--- src/rtl/instruction_sequencer.sv ---
`timescale 1ns/1ps
`default_nettype none
// ============================================================================
// Module      : instruction_sequencer
// Description : Multi-byte instruction fetch / decode / execute sequencer.
//               Fetches an opcode and up to two operand bytes over a simple
//               request/acknowledge memory port, then runs a counted execute
//               phase followed by a one-cycle writeback strobe.
// Revision    : 1.0 - initial release
// ============================================================================
module instruction_sequencer #(
  parameter int                    ADDR_WIDTH   = 16,
  parameter int                    DATA_WIDTH   = 8,
  parameter logic [ADDR_WIDTH-1:0] RESET_VECTOR = 16'hF000
) (
  input  logic                  clk,
  input  logic                  reset,
  output logic                  mem_rd_req,
  output logic [ADDR_WIDTH-1:0] mem_addr,
  input  logic                  mem_rd_ack,
  input  logic [DATA_WIDTH-1:0] mem_rdata,
  input  logic [1:0]            instr_len,
  input  logic [2:0]            exec_steps,
  input  logic                  is_halt,
  input  logic                  pc_load,
  input  logic [ADDR_WIDTH-1:0] pc_load_value,
  output logic [DATA_WIDTH-1:0] opcode,
  output logic [DATA_WIDTH-1:0] temp_1_out,
  output logic [DATA_WIDTH-1:0] temp_2_out,
  output logic [ADDR_WIDTH-1:0] counter_out,
  output logic [2:0]            microstep,
  output logic                  exec_valid,
  output logic                  latch_en,
  output logic                  halted
);

  localparam logic [ADDR_WIDTH-1:0] c_PC_INC = ADDR_WIDTH'(1);

  typedef enum logic [2:0] {
    S_FETCH    = 3'd0,
    S_DECODE   = 3'd1,
    S_CHK_MORE = 3'd2,
    S_OPERAND  = 3'd3,
    S_EXECUTE  = 3'd4,
    S_LATCH    = 3'd5,
    S_HALT     = 3'd6
  } state_t;

  state_t                r_state;
  logic [ADDR_WIDTH-1:0] r_pc;
  logic [DATA_WIDTH-1:0] r_opcode;
  logic [DATA_WIDTH-1:0] r_temp1;
  logic [DATA_WIDTH-1:0] r_temp2;
  logic                  r_req;
  logic [1:0]            r_nbytes;   // bytes of the current instruction already fetched
  logic [2:0]            r_step;
  logic                  r_exec_valid;
  logic                  r_latch_en;
  logic                  r_halted;

  logic [1:0]            w_len;
  logic                  w_last_step;

  // A zero length from the decoder still means the opcode byte itself
  assign w_len       = (instr_len == 2'd0) ? 2'd1 : instr_len;
  // Compared one bit wider so a step count of 0 can never wrap into a match
  assign w_last_step = ({1'b0, r_step} + 4'd1) >= {1'b0, exec_steps};

  // Sequencer state machine with all outputs held in registers.
  // FETCH is entered from LATCH with the request already raised (zero-wait
  // opcode fetch); OPERAND and the first fetch after reset spend one setup
  // cycle before raising the request.
  always_ff @(posedge clk or negedge reset) begin
    if (!reset) begin
      r_state      <= S_FETCH;
      r_pc         <= RESET_VECTOR;
      r_opcode     <= '0;
      r_temp1      <= '0;
      r_temp2      <= '0;
      r_req        <= 1'b0;
      r_nbytes     <= 2'd0;
      r_step       <= 3'd0;
      r_exec_valid <= 1'b0;
      r_latch_en   <= 1'b0;
      r_halted     <= 1'b0;
    end else begin
      case (r_state)
        S_FETCH: begin
          if (!r_req) begin
            r_req <= 1'b1;
          end else if (mem_rd_ack) begin
            r_opcode <= mem_rdata;
            r_pc     <= r_pc + c_PC_INC;
            r_req    <= 1'b0;
            r_nbytes <= 2'd1;
            r_state  <= S_DECODE;
          end
        end
        S_DECODE: begin
          r_state <= S_CHK_MORE;
        end
        S_CHK_MORE: begin
          if (r_nbytes < w_len) begin
            r_state <= S_OPERAND;
          end else if (is_halt) begin
            r_halted <= 1'b1;
            r_state  <= S_HALT;
          end else if (exec_steps == 3'd0) begin
            r_latch_en <= 1'b1;
            r_state    <= S_LATCH;
          end else begin
            r_exec_valid <= 1'b1;
            r_step       <= 3'd0;
            r_state      <= S_EXECUTE;
          end
        end
        S_OPERAND: begin
          if (!r_req) begin
            r_req <= 1'b1;
          end else if (mem_rd_ack) begin
            if (r_nbytes == 2'd1) begin
              r_temp1 <= mem_rdata;
            end else begin
              r_temp2 <= mem_rdata;
            end
            r_nbytes <= r_nbytes + 2'd1;
            r_pc     <= r_pc + c_PC_INC;
            r_req    <= 1'b0;
            r_state  <= S_CHK_MORE;
          end
        end
        S_EXECUTE: begin
          if (pc_load) begin
            r_pc <= pc_load_value;
          end
          if (w_last_step) begin
            r_exec_valid <= 1'b0;
            r_step       <= 3'd0;
            r_latch_en   <= 1'b1;
            r_state      <= S_LATCH;
          end else begin
            r_step <= r_step + 3'd1;
          end
        end
        S_LATCH: begin
          r_latch_en <= 1'b0;
          r_req      <= 1'b1;
          r_state    <= S_FETCH;
        end
        S_HALT: begin
          r_state <= S_HALT;
        end
        default: begin
          r_state <= S_FETCH;
          r_req   <= 1'b0;
        end
      endcase
    end
  end

  assign mem_rd_req  = r_req;
  assign mem_addr    = r_pc;
  assign opcode      = r_opcode;
  assign temp_1_out  = r_temp1;
  assign temp_2_out  = r_temp2;
  assign counter_out = r_pc;
  assign microstep   = r_step;
  assign exec_valid  = r_exec_valid;
  assign latch_en    = r_latch_en;
  assign halted      = r_halted;

endmodule
`default_nettype wire

--- config.mk ---
export PLATFORM = sky130hd
export DESIGN_NAME = instruction_sequencer
export DESIGN_NICKNAME = d
export VERILOG_FILES = /design/src/rtl/instruction_sequencer.sv
export SDC_FILE = /design/constraint.sdc
export NUM_CORES = 1
export LEC_CHECK = 0
export ABC_CLOCK_PERIOD_IN_PS = 2000
export CORE_ASPECT_RATIO = 1.25
export CORE_UTILIZATION = 48
export CTS_BUF_LIST = sky130_fd_sc_hd__clkbuf_4
export CTS_CLUSTER_DIAMETER = 80
export DETAILED_ROUTE_END_ITERATION = 7
export PLACE_DENSITY = 0.83
export SYNTH_ARGS = -nofsm -noshare
export SYNTH_HDL_FRONTEND = slang
export SYNTH_SLANG_ARGS = --single-unit
--- constraint.sdc ---
create_clock -name clk -period 2 [get_ports clk]
set_input_delay 0.5 -clock clk [delete_from_list [all_inputs] [get_ports clk]]
set_output_delay 0.5 -clock clk [all_outputs]
set_load 0.01 [all_outputs]
==> results.toml, run 1 <==
[critical_path]
critPathKind = "flop to output pin"
worstSetupEndpointType = "output pin"
crit_fanout = 8
critPathMaxStageDelay_ns = 0.57
path_buf_inv = 1
cp_cell_sequence = "clkdlybuf4s50_1"
arrival_ns = 1.45
crit_family = "buffers and inverters"
crit_required_ns = 1.50
worstSetupStartpointType = "flop"
slowest_stage = "clkdlybuf4s50_1"

[timing]
fin_ws_ns = 0.05347
final.min_clock_period_ns = 1.947
skew_ns = 0.01834
tightestPinTransition_ns = 0.5143
rsz0062_at_grt = "no"
slew_violations = 0
period_share_pct = 97.33
max_freq_ghz = 0.5137
hold_viol_final = 0
final-setup-viol-count = 0
slew_headroom_pct = 65.71

[die]
die-area_um2 = 6415
rows = 31
die_h_um = 89.30
start_util_pct = 49.97
ios = 97
die_w_um = 71.84
core_area_um2 = 5857

[cts]
cts-htree-levels = 2
cts_tree = "yes"
cts-root-buf = "clkbuf_4"
clk_latency_ns = 0.38
ctsHoldBuffers = 0
cts_buffers = 5
clock-sinks = 52
clk_pin_slew_ns = 0.17
clock_path_buffers = 2

[synthesis]
synthesis.area_um2 = 2927
syn_inst = 279
synth-edff-count = 0
ys_types = 64
synth_ff_type = "dfrtp_1"
syn_avg_cell_area_um2 = 10.49
syn-num-nets = 320
async_flop_share_pct = 100.0
ys_seq_area_share_pct = 44.63
yosysWarnings = 0
ys_seq_elements = 52

[detailed_routing]
remaining_drc_errors = 0
wl_um = 7237
ant_nets = 0
via_count = 2598
first_iter_violations = 200
firstDrtPassIters = 5
viasPerCell = 5.599
avgRoutedWirePerCell_um = 15.60

[placed_design]
numPortBuffers = 96
gp_congestion = 0.8266
hpwlAfterDp_um = 5404
preCtsSetupSlack_ns = -0.2641

[grt]
grt_start_max_net_pins = 27
grt_overflow = 0
antenna_found_initial = 0
grt_util_all_layers_pct = 23.44
grt_pass1_wl_um = 11800
grt_pass1_vias = 2498

[cells_and_area]
areaGrowthSynthToFinish_pct = 39.50
nets = 422
drive_gt1_share_pct = 24.87
fill_cells = 458
diodes = 0
final_util_pct = 69.71

[outcome]
status = "finished, final reports clean"

[pwr]
p_per_area_nw_per_um2 = 1476
vdd.ir_drop.worst_mv = 0.8983
leakage_nw = 1.729
power_w = 0.006028

[flow_run]
max_cap_viol_count = 0

[hold_path]
min_path_type = "primary input to asynchronous set/reset pin"
-- cells by family after synthesis --
| logic type | count (synthesis) | synth area share (%) |
|---|---|---|
| compound gates | 78 | 17.66 |
| xor+xnor | 2 | 0.5987 |
| fa+ha+maj | 7 | 2.993 |
| buf+inv | 39 | 8.636 |
| flops | 52 | 44.63 |
| mux | 27 | 10.30 |
| simple gates | 74 | 15.18 |
-- cells in the mapped netlist (all sizes together) (3+ instances only) --
cell / n / area share (%)
nor2: 13 / 1.7
ha: 7 / 3.0
buf: 30 / 7.5
mux2: 25 / 9.6
nand2: 19 / 2.5
a22oi: 3 / 0.94
a22o: 4 / 1.2
nor4: 4 / 1.4
a31oi: 5 / 1.1
o22ai: 7 / 1.5
dfrtp: 48 / 41
dfstp: 4 / 3.6
nor3: 4 / 0.68
nand4: 4 / 1.6
inv: 8 / 1.0
a21oi: 20 / 3.7
nand2b: 3 / 0.64
o21ai: 19 / 3.2
nand3: 13 / 2.6
-- worst paths after layout --
path,startpoint,end,slack [ns],cells past startpoint
setup / recovery,counter_out[6],counter_out[6],0.05,1
hold / removal,reset,counter_out[10],0.06,1
setup reg to reg,microstep[1],microstep[2],0.09,7
hold reg to reg,halted,halted,0.50,1
max in group asynchronous,reset,counter_out[15],1.37,2
min in group clk,halted,halted,0.50,1
-- timing repair --
item                                    4_1_cts  5_1_grt
endpoints found under the setup margin       19       10
resized for setup                            12        7
cloned                                        0        0
buffers inserted                              4        1
-- cell type report --
class / count / area [um2] / share of cell area (%)
repair buffers: 126 / 1197 / 29.33
inverters: 8 / 30.03 / 0.7355
well taps: 82 / 102.6 / 2.513
clock buffers: 5 / 37.54 / 0.9194
clock inverters: 3 / 25.02 / 0.6129
multi-input cells: 188 / 1374 / 33.65
flip-flops and latches: 52 / 1316 / 32.24
-- per-stage QoR --
step | cells | TNS, ns | instance area, um2 | hold slack (ns)
floorplan | 279 | 0 | 2927 | 0.2044
global placement | 451 | -1.498 | 3963 | 0.4617
detailed placement | 451 | -2.319 | 3963 | 0.4671
CTS | 463 | 0 | 4060 | 0.05639
global route | 464 | 0 | 4083 | 0.08549
finish | 464 | 0 | 4083 | 0.06232
-- routing by layer --
layer | GRT usage (%) | part of all wire [%] | vias up
li1 | - | - | 1224
met2 | 43.57 | 54 | 95
met1 | 27.81 | 40 | 1266
met5 | 0 | 0 | -
met3 | 3.044 | 4.6 | 13
met4 | 8.378 | 1.6 | 0
-- cells in the final DEF, fill, tap and decap left out, types with 8 or more instances in the layout --
cell,Yosys,layout
o21ai_0,17,17
inv_1,8,8
nor2_1,13,12
dfrtp_2,0,8
nand3_1,11,11
clkdlybuf4s50_1,0,86
a21oi_1,18,17
dfrtp_1,48,40
mux2_2,25,25
nand2_1,18,18
buf_4,18,29
-- flip-flops by register name (all words and copies together) (netlist names), 2 cells and up --
register,cells
counter_out,16
opcode,8
temp_1_out,8
temp_2_out,8
microstep,3
r_state,3
r_nbytes,2
-- power breakdown --
group	switching (W)	leakage [nW]	internal, W
Clock	0.000366	0.0322	0.000147
Combinational	0.00152	1.08	0.00192
Sequential	0.000501	0.617	0.00157
Note: power is estimated with default switching activity, not from simulation.
==> run 2, diff against run 1 <==
--- a/config.mk
+++ b/config.mk
@@ -5,8 +5,9 @@
 export SDC_FILE = /design/constraint.sdc
 export NUM_CORES = 1
 export LEC_CHECK = 0
-export ABC_CLOCK_PERIOD_IN_PS = 2000
+export ABC_CLOCK_PERIOD_IN_PS = 2200
 export CORE_ASPECT_RATIO = 1.25
+export CORE_MARGIN = 10
 export CORE_UTILIZATION = 48
 export CTS_BUF_LIST = sky130_fd_sc_hd__clkbuf_4
 export CTS_CLUSTER_DIAMETER = 80
==> constraint.sdc (replaced) <==
create_clock -name clk -period 2.2 [get_ports clk]
set_input_delay 0.55 -clock clk [delete_from_list [all_inputs] [get_ports clk]]
set_output_delay 0.55 -clock clk [all_outputs]
set_load 0.01 [all_outputs]
==> results.toml, run 2 (same netlist as run 1, synthesis figures left out) <==
[cells_and_area]
drive_gt1_share_pct = 19.84
final_cells = 450
areaGrowthSynthToFinish_pct = 35.53
diodes = 0
largest_reg_flops = 16
fill_cells = 458
layout_commonest_cell = "clkdlybuf4s50_1"
nets = 408
layout_common_cells = "95 x clkdlybuf4s50_1, 47 x dfrtp_1, 25 x mux2_2"

[timing]
slew_headroom_pct = 52.50
hold_viol_final = 0
tightestPinTransition_ns = 0.7125
period_share_pct = 96.82
fin_ws_ns = 0.07004
fin_setup_tns_ns = 0
final.min_clock_period_ns = 2.130
max_freq_ghz = 0.4695
slew_violations = 0
rsz0062_at_grt = "no"
final-setup-viol-count = 0
skew_ns = 0.01769

[placed_design]
hpwlAfterDp_um = 6021
place_inst = 442
preCtsSetupSlack_ns = -0.1162
numPortBuffers = 96
gp_congestion = 0.8692

[pwr]
leakage_nw = 1.612
p_per_area_nw_per_um2 = 1361
vdd.ir_drop.worst_mv = 0.7336

[grt]
antenna_found_initial = 0
grt_pass1_vias = 2411
grt_pass1_wl_um = 12410
grt_start_max_net_pins = 35
grt_overflow = 0
grt_util_all_layers_pct = 15.53

[critical_path]
slowest_stage = "dfstp_2"
crit_fanout = 7
cp_cell_sequence = "clkdlybuf4s50_1"
crit_required_ns = 1.65
worstSetupStartpointType = "flop"
critPathKind = "flop to output pin"
critPathMaxStageDelay_ns = 0.64
path_buf_inv = 1
arrival_ns = 1.58
reg2reg_setup_slack_ns = 0.19
crit_family = "flip-flops"
worstSetupEndpointType = "output pin"

[die]
ios = 97
die-area_um2 = 9640
die_h_um = 107.3
core_area_um2 = 5857
rows = 31
die_w_um = 89.84
start_util_pct = 49.97

[cts]
cts_setup_buffers = 0
clock_path_buffers = 2
clk_latency_ns = 0.38
cts_buffers = 5
cts_tree = "yes"
cts-root-buf = "clkbuf_4"
cts-htree-levels = 2
clk_pin_slew_ns = 0.16
clock-sinks = 52

[detailed_routing]
avgRoutedWirePerCell_um = 17.23
ant_nets = 0
viasPerCell = 5.560
remaining_drc_errors = 0
via_count = 2502
first_iter_violations = 110
firstDrtPassIters = 4
wl_um = 7754

[hold_path]
min_path_type = "primary input to asynchronous set/reset pin"

[outcome]
status = "finished, final reports clean"

[flow_run]
max_cap_viol_count = 0
## run 2: cell count changes in the layout (fill, tap and decap cells not counted), sizes merged
cell / before / now
buf: 31 / 17
clkdlybuf4s50: 86 / 95
dlygate4sd2: 5 / 0
dlymetal6s2s: 4 / 0
clkinvlp: 1 / 0
inv: 10 / 11
## run 2: stage by stage
step,util [%],hold slack (ns),area [um2],power (W)
2_1_floorplan,-,0.2544,2927,0.003573
3_3_place_gp,66.50,0.4533,3895,0.004869
3_5_place_dp,66.50,0.4702,3895,0.004965
4_1_cts,67.64,0.09468,3961,0.005451
5_1_grt,67.72,0.1011,3966,0.005789
6_report,67.72,0.09630,3966,0.005396
## run 2: power breakdown
group	leakage (nW)	internal [W]	switching, W
Sequential	0.625	0.00141	0.000452
Clock	0.0381	0.000142	0.000340
Combinational	0.948	0.00167	0.00138
Total	1.61	0.00323	0.00217
## run 2: layout make-up
| type | instances | area, um2 | area share [%] |
|---|---|---|---|
| multi-input combinational | 188 | 1371 | 34.57 |
| clock buffer | 5 | 37.54 | 0.9464 |
| clock inverter | 3 | 28.78 | 0.7256 |
| inverter | 8 | 30.03 | 0.7571 |
| tap | 82 | 102.6 | 2.587 |
| timing repair buffer | 112 | 1089 | 27.44 |
| sequential | 52 | 1308 | 32.97 |
## run 2: path summary, 6_finish.rpt
path | start | cells after the start | endpoint
worst max-delay path | counter_out[12] | 1 | counter_out[12]
worst max register to register | microstep[0] | 7 | microstep[2]
max in group asynchronous | reset | 2 | counter_out[14]
worst min register to register | halted | 1 | halted
worst min-delay path | reset | 1 | counter_out[10]
min in group clk | halted | 1 | halted
## run 2: what timing repair did
item | in CTS | in global routing
hold buffers | 0 | 0
resized for setup | 0 | 2
endpoints found under the setup margin | 0 | 3
## run 2: layer usage
metal  up-vias  GRT usage, %  wire length, um
met4         0         3.935               79
met3         7         4.885              543
li1       1197             -                -
met2        88         27.18             3991
met5         -             0                0
met1      1210         17.98             3139
